File: src/rtl/radio_decimation2.sv
// -----------------------------------------------------------------------------
// radio_decimation2
//   Per-lane 2:1 decimator for the radio receive path. Paired I/Q AXI-stream
//   samples (IN_W-bit signed) are low-pass filtered with a [1 2 1]/4 kernel
//   spanning the previous output's odd sample (history), the even sample and
//   the odd sample of the current pair. Each output is rounded half-up and
//   saturated to OUT_W bits. I and Q move in lockstep and share one phase FSM.
//   The output is produced one cycle after the sample that completes a pair.
//
// Ports
//   clk_500m, reset_n            clock, asynchronous active-low reset
//   s_axis_inputI_* / inputQ_*   upstream I/Q streams (tvalid/tready/tdata/tlast)
//   m_axis_outputI_* / outputQ_* downstream I/Q streams (tready/tvalid/tdata/tlast)
//   lane_err                     sticky flag: I/Q tlast disagreed on an accepted
//                                sample; cleared only by reset
// -----------------------------------------------------------------------------
module radio_decimation2 #(
  parameter int IN_W  = 16,
  parameter int OUT_W = 8
) (
  input  logic             clk_500m,
  input  logic             reset_n,

  input  logic             s_axis_inputI_tvalid,
  output logic             s_axis_inputI_tready,
  input  logic [IN_W-1:0]  s_axis_inputI_tdata,
  input  logic             s_axis_inputI_tlast,

  input  logic             s_axis_inputQ_tvalid,
  output logic             s_axis_inputQ_tready,
  input  logic [IN_W-1:0]  s_axis_inputQ_tdata,
  input  logic             s_axis_inputQ_tlast,

  input  logic             m_axis_outputI_tready,
  output logic             m_axis_outputI_tvalid,
  output logic [OUT_W-1:0] m_axis_outputI_tdata,
  output logic             m_axis_outputI_tlast,

  input  logic             m_axis_outputQ_tready,
  output logic             m_axis_outputQ_tvalid,
  output logic [OUT_W-1:0] m_axis_outputQ_tdata,
  output logic             m_axis_outputQ_tlast,

  output logic             lane_err
);

  typedef enum logic {EVEN = 1'b0, ODD = 1'b1} phase_e;

  // Accumulator carries IN_W+2 bits for h+2e+o plus one more so the rounding
  // offset cannot overflow at full-scale positive input.
  localparam int ACC_W = IN_W + 3;
  localparam int SHIFT = IN_W - OUT_W + 2;
  localparam logic signed [ACC_W-1:0] RND = {{(ACC_W-1){1'b0}}, 1'b1} << (SHIFT - 1);

  function automatic logic signed [ACC_W-1:0] sext(input logic [IN_W-1:0] x);
    return {{(ACC_W-IN_W){x[IN_W-1]}}, x};
  endfunction

  // (h + 2e + o + RND) >>> SHIFT, then clamp. The shifted result is OUT_W+1
  // bits wide, so overflow shows up as the top two bits disagreeing.
  function automatic logic [OUT_W-1:0] filt(input logic [IN_W-1:0] h,
                                            input logic [IN_W-1:0] e,
                                            input logic [IN_W-1:0] o);
    logic signed [ACC_W-1:0] acc;
    logic [OUT_W:0]          y;
    acc = sext(h) + (sext(e) <<< 1) + sext(o) + RND;
    y   = acc[ACC_W-1:SHIFT];
    if (y[OUT_W] != y[OUT_W-1])
      return y[OUT_W] ? {1'b1, {(OUT_W-1){1'b0}}} : {1'b0, {(OUT_W-1){1'b1}}};
    return y[OUT_W-1:0];
  endfunction

  phase_e            phase_q;
  logic [IN_W-1:0]   e_ich_q, e_qch_q;
  logic [IN_W-1:0]   hist_ich_q, hist_qch_q;
  logic              e_last_q;
  logic              m_valid_q, m_last_q, lane_err_q;
  logic [OUT_W-1:0]  m_data_ich_q, m_data_qch_q;

  logic              s_ready, accept, xfer, frame_end;
  logic              produce_d, last_d;
  logic [IN_W-1:0]   e_ich_d, e_qch_d, o_ich_d, o_qch_d;
  logic [OUT_W-1:0]  y_ich_d, y_qch_d;

  assign s_ready   = !m_valid_q | (m_axis_outputI_tready & m_axis_outputQ_tready);
  assign accept    = s_axis_inputI_tvalid & s_axis_inputQ_tvalid & s_ready;
  assign xfer      = m_valid_q & m_axis_outputI_tready & m_axis_outputQ_tready;
  assign frame_end = s_axis_inputI_tlast | s_axis_inputQ_tlast;

  // NOTE: every signal assigned here gets a default first so no latch is inferred.
  always_comb begin
    produce_d = 1'b0;
    last_d    = 1'b0;
    e_ich_d   = e_ich_q;
    e_qch_d   = e_qch_q;
    o_ich_d   = s_axis_inputI_tdata;
    o_qch_d   = s_axis_inputQ_tdata;
    if (accept) begin
      if (phase_q == ODD) begin
        produce_d = 1'b1;
        last_d    = frame_end | e_last_q;
      end else if (frame_end) begin
        // Odd-length frame flush: the lone even sample stands in for o too.
        produce_d = 1'b1;
        last_d    = 1'b1;
        e_ich_d   = s_axis_inputI_tdata;
        e_qch_d   = s_axis_inputQ_tdata;
      end
    end
    y_ich_d = filt(hist_ich_q, e_ich_d, o_ich_d);
    y_qch_d = filt(hist_qch_q, e_qch_d, o_qch_d);
  end

  // NOTE: sequential state uses non-blocking assignments only, so every
  // register samples pre-edge values regardless of statement order.
  always_ff @(posedge clk_500m or negedge reset_n) begin
    if (!reset_n) begin
      phase_q      <= EVEN;
      e_ich_q      <= '0;
      e_qch_q      <= '0;
      e_last_q     <= 1'b0;
      hist_ich_q   <= '0;
      hist_qch_q   <= '0;
      m_valid_q    <= 1'b0;
      m_last_q     <= 1'b0;
      m_data_ich_q <= '0;
      m_data_qch_q <= '0;
      lane_err_q   <= 1'b0;
    end else begin
      if (xfer) m_valid_q <= 1'b0;
      if (accept) begin
        lane_err_q <= lane_err_q | (s_axis_inputI_tlast ^ s_axis_inputQ_tlast);
        case (phase_q)
          EVEN: begin
            e_ich_q  <= s_axis_inputI_tdata;
            e_qch_q  <= s_axis_inputQ_tdata;
            e_last_q <= frame_end;
            if (!frame_end) phase_q <= ODD;
          end
          default: phase_q <= EVEN;
        endcase
        if (produce_d) begin
          m_valid_q    <= 1'b1;
          m_last_q     <= last_d;
          m_data_ich_q <= y_ich_d;
          m_data_qch_q <= y_qch_d;
          // Frames are filtered independently: no history across a frame end.
          hist_ich_q   <= frame_end ? '0 : o_ich_d;
          hist_qch_q   <= frame_end ? '0 : o_qch_d;
        end
      end
    end
  end

  assign s_axis_inputI_tready  = s_ready;
  assign s_axis_inputQ_tready  = s_ready;
  assign m_axis_outputI_tvalid = m_valid_q;
  assign m_axis_outputQ_tvalid = m_valid_q;
  assign m_axis_outputI_tdata  = m_data_ich_q;
  assign m_axis_outputQ_tdata  = m_data_qch_q;
  assign m_axis_outputI_tlast  = m_last_q;
  assign m_axis_outputQ_tlast  = m_last_q;
  assign lane_err              = lane_err_q;

endmodule
File: config.mk
export PLATFORM = sky130hd
export DESIGN_NAME = radio_decimation2
export DESIGN_NICKNAME = d
export VERILOG_FILES = /design/src/rtl/radio_decimation2.sv
export SDC_FILE = /design/constraint.sdc
export NUM_CORES = 1
export LEC_CHECK = 0
export ABC_AREA = 1
export BUFFER_PORTS_ARGS = -buffer_cell sky130_fd_sc_hd__buf_4
export CORE_AREA = 2 2 121 111
export CTS_CLUSTER_DIAMETER = 30
export CTS_CLUSTER_SIZE = 20
export DETAILED_ROUTE_END_ITERATION = 12
export DIE_AREA = 0 0 123 113
export PLACE_DENSITY_LB_ADDON = 0.12
export REMOVE_ABC_BUFFERS = 1
export SLEW_MARGIN = 20
export SYNTH_ARGS = -nofsm -noshare
export SYNTH_HDL_FRONTEND = slang
export SYNTH_SLANG_ARGS = --single-unit
export TNS_END_PERCENT = 5
File: constraint.sdc
create_clock -name clk_500m -period 3.6 [get_ports clk_500m]
set_clock_uncertainty 0.1 [all_clocks]
set_input_delay 0.72 -clock clk_500m [delete_from_list [all_inputs] [get_ports clk_500m]]
set_output_delay 0.72 -clock clk_500m [all_outputs]
set_load 0.005 [all_outputs]
# Yosys cells after proc, flatten, opt, wreduce, memory -nomap -nowiden
# Index checks and enable logic that the tools add are counted.
# classes
n_addsub,6
eq_ne,2
n_mux,25
bitwise_logic,11
n_reduce_logical,3
# ops
operator,n
16-bit 2-to-1 mux,8
8-bit 2-to-1 mux,6
18-bit by 16-bit adder with 19-bit output,2
"19-bit by 11-bit adder with 19-bit output, second input constant",2
16-bit by 17-bit adder with 18-bit output,2
1-bit 2-to-1 mux,11
1-bit AND,5
1-bit OR,4
2-bit AND reduction,2
1-bit != test,2
1-bit zero test,1
1-bit inverter,1
1-bit bitwise XOR,1
# totals
reg_bits,85

# Depth between registers and ports, before layout
# depth
word_depth,10
mapped_depth,28
mapped_depth_nobuf,26

# Worst setup path before layout
# OpenSTA, ideal clock, no wires.
# synth_path
kind,input to register
startpoint,input port s_axis_inputI_tlast
endpoint,"register m_data_ich_q[1], in the netlist m_axis_outputI_tdata[1]"
setup_time_ps,122
arrival_ps,3923
slack_ps,-545
path_stages,22
n_path_buf,3
cell_sequence,inv_1 ha_1 clkbuf_1 or2_1 buf_6 buf_2 nor2_1 a21oi_1 fa_1 fa_1 inv_1 ha_1 a21oi_1 inv_1 a31oi_1 nand2_2 nand2_2 nand2_2 nand2_2 nand3_2 nand2_1 a21boi_2
# synth_via
elab_chain_len,10
# synth_rtl
item,line_no,source
start: declaration,27,"input logic s_axis_inputI_tlast,"
1-bit OR (*),88,assign frame_end = s_axis_inputI_tlast | s_axis_inputQ_tlast;
16-bit 2-to-1 mux,102,end else if (frame_end) begin
16-bit 2-to-1 mux,99,if (phase_q == ODD) begin
16-bit 2-to-1 mux,98,if (accept) begin
16-bit by 17-bit adder with 18-bit output,66,acc = sext(h) + (sext(e) <<< 1) + sext(o) + RND;
18-bit by 16-bit adder with 19-bit output,66,
19-bit by 11-bit adder with 19-bit output,66,
8-bit 2-to-1 mux / 1-bit != test (equally long branches),"69, 68",
8-bit 2-to-1 mux / 1-bit 2-to-1 mux (equally long branches),68,if (y[OUT_W] != y[OUT_W-1])
8-bit 2-to-1 mux,70,return y[OUT_W-1:0];
end signal: assignment,145,m_data_ich_q <= y_ich_d;
end: declaration,78,"logic [OUT_W-1:0] m_data_ich_q, m_data_qch_q;"
# Every way passes the cells marked *; elsewhere a longest branch is shown, timed or not. The select of a mux whose other input is x is not followed.
# A chain may end at the register's enable or synchronous reset.

# Worst setup path after layout
# layout_path
startpoint,input port m_axis_outputI_tready
endpoint,"register m_data_ich_q[0], in the netlist m_axis_outputI_tdata[0]"
# layout_via
elab_chain_len,10
# layout_rtl
item,line_no,source
start: declaration,34,"input logic m_axis_outputI_tready,"
1-bit AND (*),85,assign s_ready = !m_valid_q | (m_axis_outputI_tready & m_axis_outputQ_tready);
1-bit OR (*),85,
1-bit AND (*),86,assign accept = s_axis_inputI_tvalid & s_axis_inputQ_tvalid & s_ready;
16-bit 2-to-1 mux,98,
16-bit by 17-bit adder with 18-bit output,66,
18-bit by 16-bit adder with 19-bit output,66,
19-bit by 11-bit adder with 19-bit output,66,
8-bit 2-to-1 mux / 1-bit != test (equally long branches),"69, 68",
8-bit 2-to-1 mux / 1-bit 2-to-1 mux (equally long branches),68,
8-bit 2-to-1 mux,70,
# Marked as above.

==> metrics.txt <==
# TYPE chip_impl_metric gauge
chip_impl_info{name="run_status",value="finished with violations"} 1
chip_impl_info{name="violations_in_the_final_reports",value="negative setup slack"} 1
chip_impl_info{name="startpoint_type",value="primary input"} 1
chip_impl_metric{name="first_global_vias",unit=""} 6025
chip_impl_metric{name="grt_antenna_before_repair",unit=""} 0
chip_impl_metric{name="postRouteWirelength",unit="mm"} 15.7
chip_impl_metric{name="achievable-frequency",unit="MHz"} 262
chip_impl_metric{name="drt-vias-per-instance",unit=""} 5.12
chip_impl_metric{name="timing.final.hold_violations",unit=""} 0
chip_impl_info{name="synth.top_cells.by_area",value="dfrtp_1, ha_1, fa_1"} 1
chip_impl_metric{name="maxCapViolations",unit=""} 0
chip_impl_metric{name="grt_first_pass_wirelength",unit="mm"} 27.4
chip_impl_metric{name="area_delta_synth_final",unit="%"} 28.7
chip_impl_metric{name="drt_drc_violations_left",unit=""} 0
chip_impl_metric{name="syn-instance-count",unit=""} 853
chip_impl_metric{name="fp-row-count",unit=""} 39
chip_impl_metric{name="power.density_cell_area",unit="nW/µm²"} 984
chip_impl_metric{name="worst-path-max-fanout",unit=""} 17
chip_impl_metric{name="vias",unit=""} 5813
chip_impl_info{name="synth-main-ff-cell",value="dfrtp_1"} 1
chip_impl_metric{name="cts_sinks",unit=""} 85
chip_impl_metric{name="clk_transition_reported_paths",unit="ps"} 60
chip_impl_metric{name="floorplan.initialDensity",unit=""} 0.539
chip_impl_metric{name="filler_cell_count",unit=""} 999
chip_impl_metric{name="seq_total_area_yosys",unit=""} 0.314
chip_impl_metric{name="stdcell_area",unit="µm²"} 8730
chip_impl_metric{name="clock_path_buffers",unit=""} 2
chip_impl_metric{name="power.ir.vdd_worst",unit="mV"} 0.412
chip_impl_metric{name="netlist-cell-type-count",unit=""} 39
chip_impl_metric{name="synth_largest_type_area_fraction",unit=""} 0.314
chip_impl_metric{name="drt.antenna.violating_nets",unit=""} 0
chip_impl_metric{name="drt-pass1-iter-count",unit=""} 5
chip_impl_metric{name="total_leakage_power",unit="nW"} 4.51
chip_impl_info{name="worstHoldPathType",value="in -> async"} 1
chip_impl_metric{name="timing.final.crit_share",unit=""} 1.06
chip_impl_metric{name="worst_slack",unit="ps"} -216
chip_impl_metric{name="antennaDiodeCount",unit=""} 0
chip_impl_metric{name="layout.nets",unit=""} 1101
chip_impl_metric{name="synth.cell_area",unit="µm²"} 6780
chip_impl_metric{name="first_iter_violations",unit=""} 323
chip_impl_metric{name="place.gp.congestion",unit=""} 0.908
chip_impl_metric{name="max_slew_margin",unit=""} 0.601
chip_impl_metric{name="fraction_of_final_layout_cells_sized_beyond_drive_strength_1",unit=""} 0.292
chip_impl_metric{name="chipHeight",unit="µm"} 113
chip_impl_metric{name="synth_edf_count",unit=""} 0
chip_impl_metric{name="cts_max_level",unit=""} 3
chip_impl_metric{name="buffer_ports.inserted",unit=""} 62
chip_impl_metric{name="die_width",unit="µm"} 123
chip_impl_metric{name="crit_required",unit="ps"} 3780
chip_impl_metric{name="die_area",unit="µm²"} 13900
chip_impl_info{name="critical_path_class",value="in -> reg"} 1
chip_impl_metric{name="tritoncts.num_buffers",unit=""} 9
chip_impl_metric{name="finish.utilization",unit=""} 0.693
chip_impl_metric{name="grt_start_max_net_pins",unit=""} 65
chip_impl_metric{name="core_area",unit="µm²"} 12600
chip_impl_metric{name="cts.hold.buffers_added",unit=""} 0
chip_impl_info{name="cts_root_buffer",value="clkbuf_16"} 1
chip_impl_metric{name="min_clock_period_post_route",unit="ps"} 3820
chip_impl_metric{name="worst_pin_slew",unit="ps"} 598
chip_impl_info{name="setup.worst_path.end_class",value="register"} 1
chip_impl_metric{name="dpl_cell_area",unit="µm²"} 7840
chip_impl_metric{name="synthArstFlopShare",unit=""} 1.00
chip_impl_metric{name="grt.overflow.total",unit=""} 0
chip_impl_metric{name="final_cells",unit=""} 1135
chip_impl_info{name="cts_tree",value="built"} 1
chip_impl_metric{name="number_of_primary_i_o_pins",unit=""} 63
chip_impl_metric{name="synthesis.area_per_instance",unit="µm²"} 7.95
chip_impl_metric{name="insertion_delay",unit="ps"} 350
chip_impl_metric{name="grt.total_usage",unit=""} 0.248
chip_impl_info{name="post-synth-top-area-cell",value="dfrtp_1"} 1
chip_impl_metric{name="synthesized_flop_and_latch_total",unit=""} 85
chip_impl_metric{name="setup_viol",unit=""} 16
chip_impl_metric{name="detail_route.wl_per_cell",unit="µm"} 13.9
chip_impl_metric{name="placedCellCount",unit=""} 1118
chip_impl_metric{name="cts.repair_timing.setup_buffer_count",unit=""} 0
chip_impl_metric{name="yosys_warn_count",unit=""} 0
chip_impl_metric{name="detailedPlacementHpwl",unit="mm"} 11.0
chip_impl_metric{name="report.final.slew_viol_count",unit=""} 0
chip_impl_info{name="rsz_0062_raised_after_global_routing",value="true"} 1
chip_impl_metric{name="critical_path_arrival",unit="ps"} 4000
worst paths after layout:
kind / start / cells past startpoint / slack, ps / end
max in group asynchronous: reset_n / 2 / 2400 / e_ich_q[4]$_DFFE_PN0P_
hold reg to reg: hist_ich_q[0]$_DFFE_PN0P_ / 2 / 380 / hist_ich_q[0]$_DFFE_PN0P_
hold / removal: reset_n / 1 / 260 / e_qch_q[15]$_DFFE_PN0P_
setup / recovery: m_axis_outputI_tready / 26 / -220 / m_axis_outputI_tdata[0]$_DFFE_PN0P_
min in group clk_500m: hist_ich_q[0]$_DFFE_PN0P_ / 2 / 380 / hist_ich_q[0]$_DFFE_PN0P_
setup reg to reg: m_axis_outputI_tvalid$_DFF_PN0_ / 24 / -130 / m_axis_outputI_tdata[0]$_DFFE_PN0P_
critical path, cell delays in order:
cell,delay (ps)
buf_4,80
nand2_1,50
nand2_2,80
nand3_4,80
nor2_4,90
inv_2,40
or2_4,280
buf_12,170
buf_12,150
nor2_1,80
a21oi_1,60
fa_1,480
inv_1,40
ha_1,300
ha_4,240
a21oi_2,160
nand2_2,90
nand2_1,80
nand2_2,80
nand2_2,90
nand2_1,70
nand2_1,80
nand2_2,70
nand3_4,120
nand2_1,80
a21boi_2,140
sequential cells by signal, indices dropped and copies added, names as in the netlist:
signal	flops
e_ich_q	16
e_last_q	1
e_qch_q	16
hist_ich_q	16
hist_qch_q	16
lane_err	1
m_axis_outputI_tdata	8
m_axis_outputI_tlast	1
m_axis_outputI_tvalid	1
m_axis_outputQ_tdata	8
phase_q	1
cell families (layout without fill, tap and decap cells):
group | after synthesis | count (layout) | share of synthesized area
and+or+nand+nor | 317 | 317 | 0.213
buffers and inverters | 189 | 307 | 0.114
AOI/OAI and AO/OA | 159 | 159 | 0.139
adders and majority gates | 95 | 95 | 0.211
DFF | 85 | 85 | 0.314
xor gates and xnor gates | 8 | 8 | 0.0103
timing repair:
item                                    CTS  global route
endpoints found under the setup margin   16            16
resized for setup                        61            20
gates cloned                              1             0
pin swaps                                11             2
hold endpoints to repair                  0             0
placed cells by master (no fill, tap or decap), types with 3 or more instances in the layout:
master | synthesis | final
a21boi_2 | 12 | 12
a21o_1 | 6 | 6
a21oi_1 | 56 | 40
a21oi_2 | 5 | 20
a31oi_1 | 4 | 4
buf_12 | 0 | 3
buf_4 | 3 | 126
clkbuf_16 | 0 | 9
dfrtp_1 | 85 | 85
fa_1 | 32 | 30
ha_1 | 63 | 32
ha_4 | 0 | 31
inv_1 | 156 | 156
nand2_1 | 150 | 141
nand2_2 | 19 | 27
nand3_1 | 62 | 61
nand3_2 | 5 | 4
nand3_4 | 1 | 3
nor2_1 | 53 | 47
nor2_2 | 2 | 6
nor2_4 | 2 | 4
nor3_1 | 4 | 3
o21a_1 | 3 | 3
o21ai_0 | 63 | 63
or2_2 | 15 | 15
xnor2_1 | 4 | 4
xor2_1 | 4 | 4
layer usage:
| layer | GRT usage | wire, µm | up-vias |
|---|---|---|---|
| met5 | 0 | 0 | - |
| met4 | 0.0682 | 179 | 0 |
| met3 | 0.0519 | 758 | 16 |
| met2 | 0.402 | 7460 | 124 |
| met1 | 0.338 | 7350 | 2750 |
| li1 | - | - | 2923 |
synth_stat cells, types with 2 or more instances:
library cell	instances
a21oi_1	56
o21a_1	3
nand3_1	62
nand2_2	19
a21o_1	6
inv_2	2
nand3_2	5
a21o_2	2
ha_1	63
o21bai_1	2
buf_2	11
o21ai_0	63
inv_4	2
or2_2	15
nor2_2	2
inv_1	156
clkbuf_1	10
a21boi_2	12
a21oi_2	5
buf_4	3
nor2_1	53
buf_6	4
o21ai_1	4
fa_1	32
nor3_1	4
nand2_1	150
nor2_4	2
a31oi_1	4
xnor2_1	4
dfrtp_1	85
xor2_1	4
report_power, final:
part / switching [mW] / internal, mW / total [mW] / leakage, nW
Sequential: 0.166 / 1.27 / 1.44 / 1.06
Clock: 0.399 / 0.555 / 0.955 / 0.143
Combinational: 3.20 / 3.00 / 6.20 / 3.30
Total: 3.77 / 4.82 / 8.59 / 4.51
cell type report:
| class | count | area (µm²) | share of cell area |
|---|---|---|---|
| Multi-Input combinational cell | 579 | 4450 | 0.510 |
| Sequential cell | 85 | 2130 | 0.244 |
| Timing Repair Buffer | 131 | 1040 | 0.120 |
| Inverter | 160 | 608 | 0.0697 |
| Clock buffer | 12 | 246 | 0.0282 |
| Tap cell | 164 | 205 | 0.0235 |
| Clock inverter | 4 | 47.5 | 0.00545 |
through the flow:
stage / setup TNS (ps) / power [mW] / hold slack, ps / worst slack (ps)
2_1_floorplan: -27710 / 4.72 / 324 / -1760
3_3_place_gp: -10300 / 6.47 / 365 / -661
3_5_place_dp: -11920 / 6.62 / 367 / -783
4_1_cts: -2740 / 8.41 / 270 / -191
5_1_grt: -6890 / 9.42 / 302 / -462
6_report: -3040 / 8.59 / 263 / -216
(Power assumes the default switching activity.)
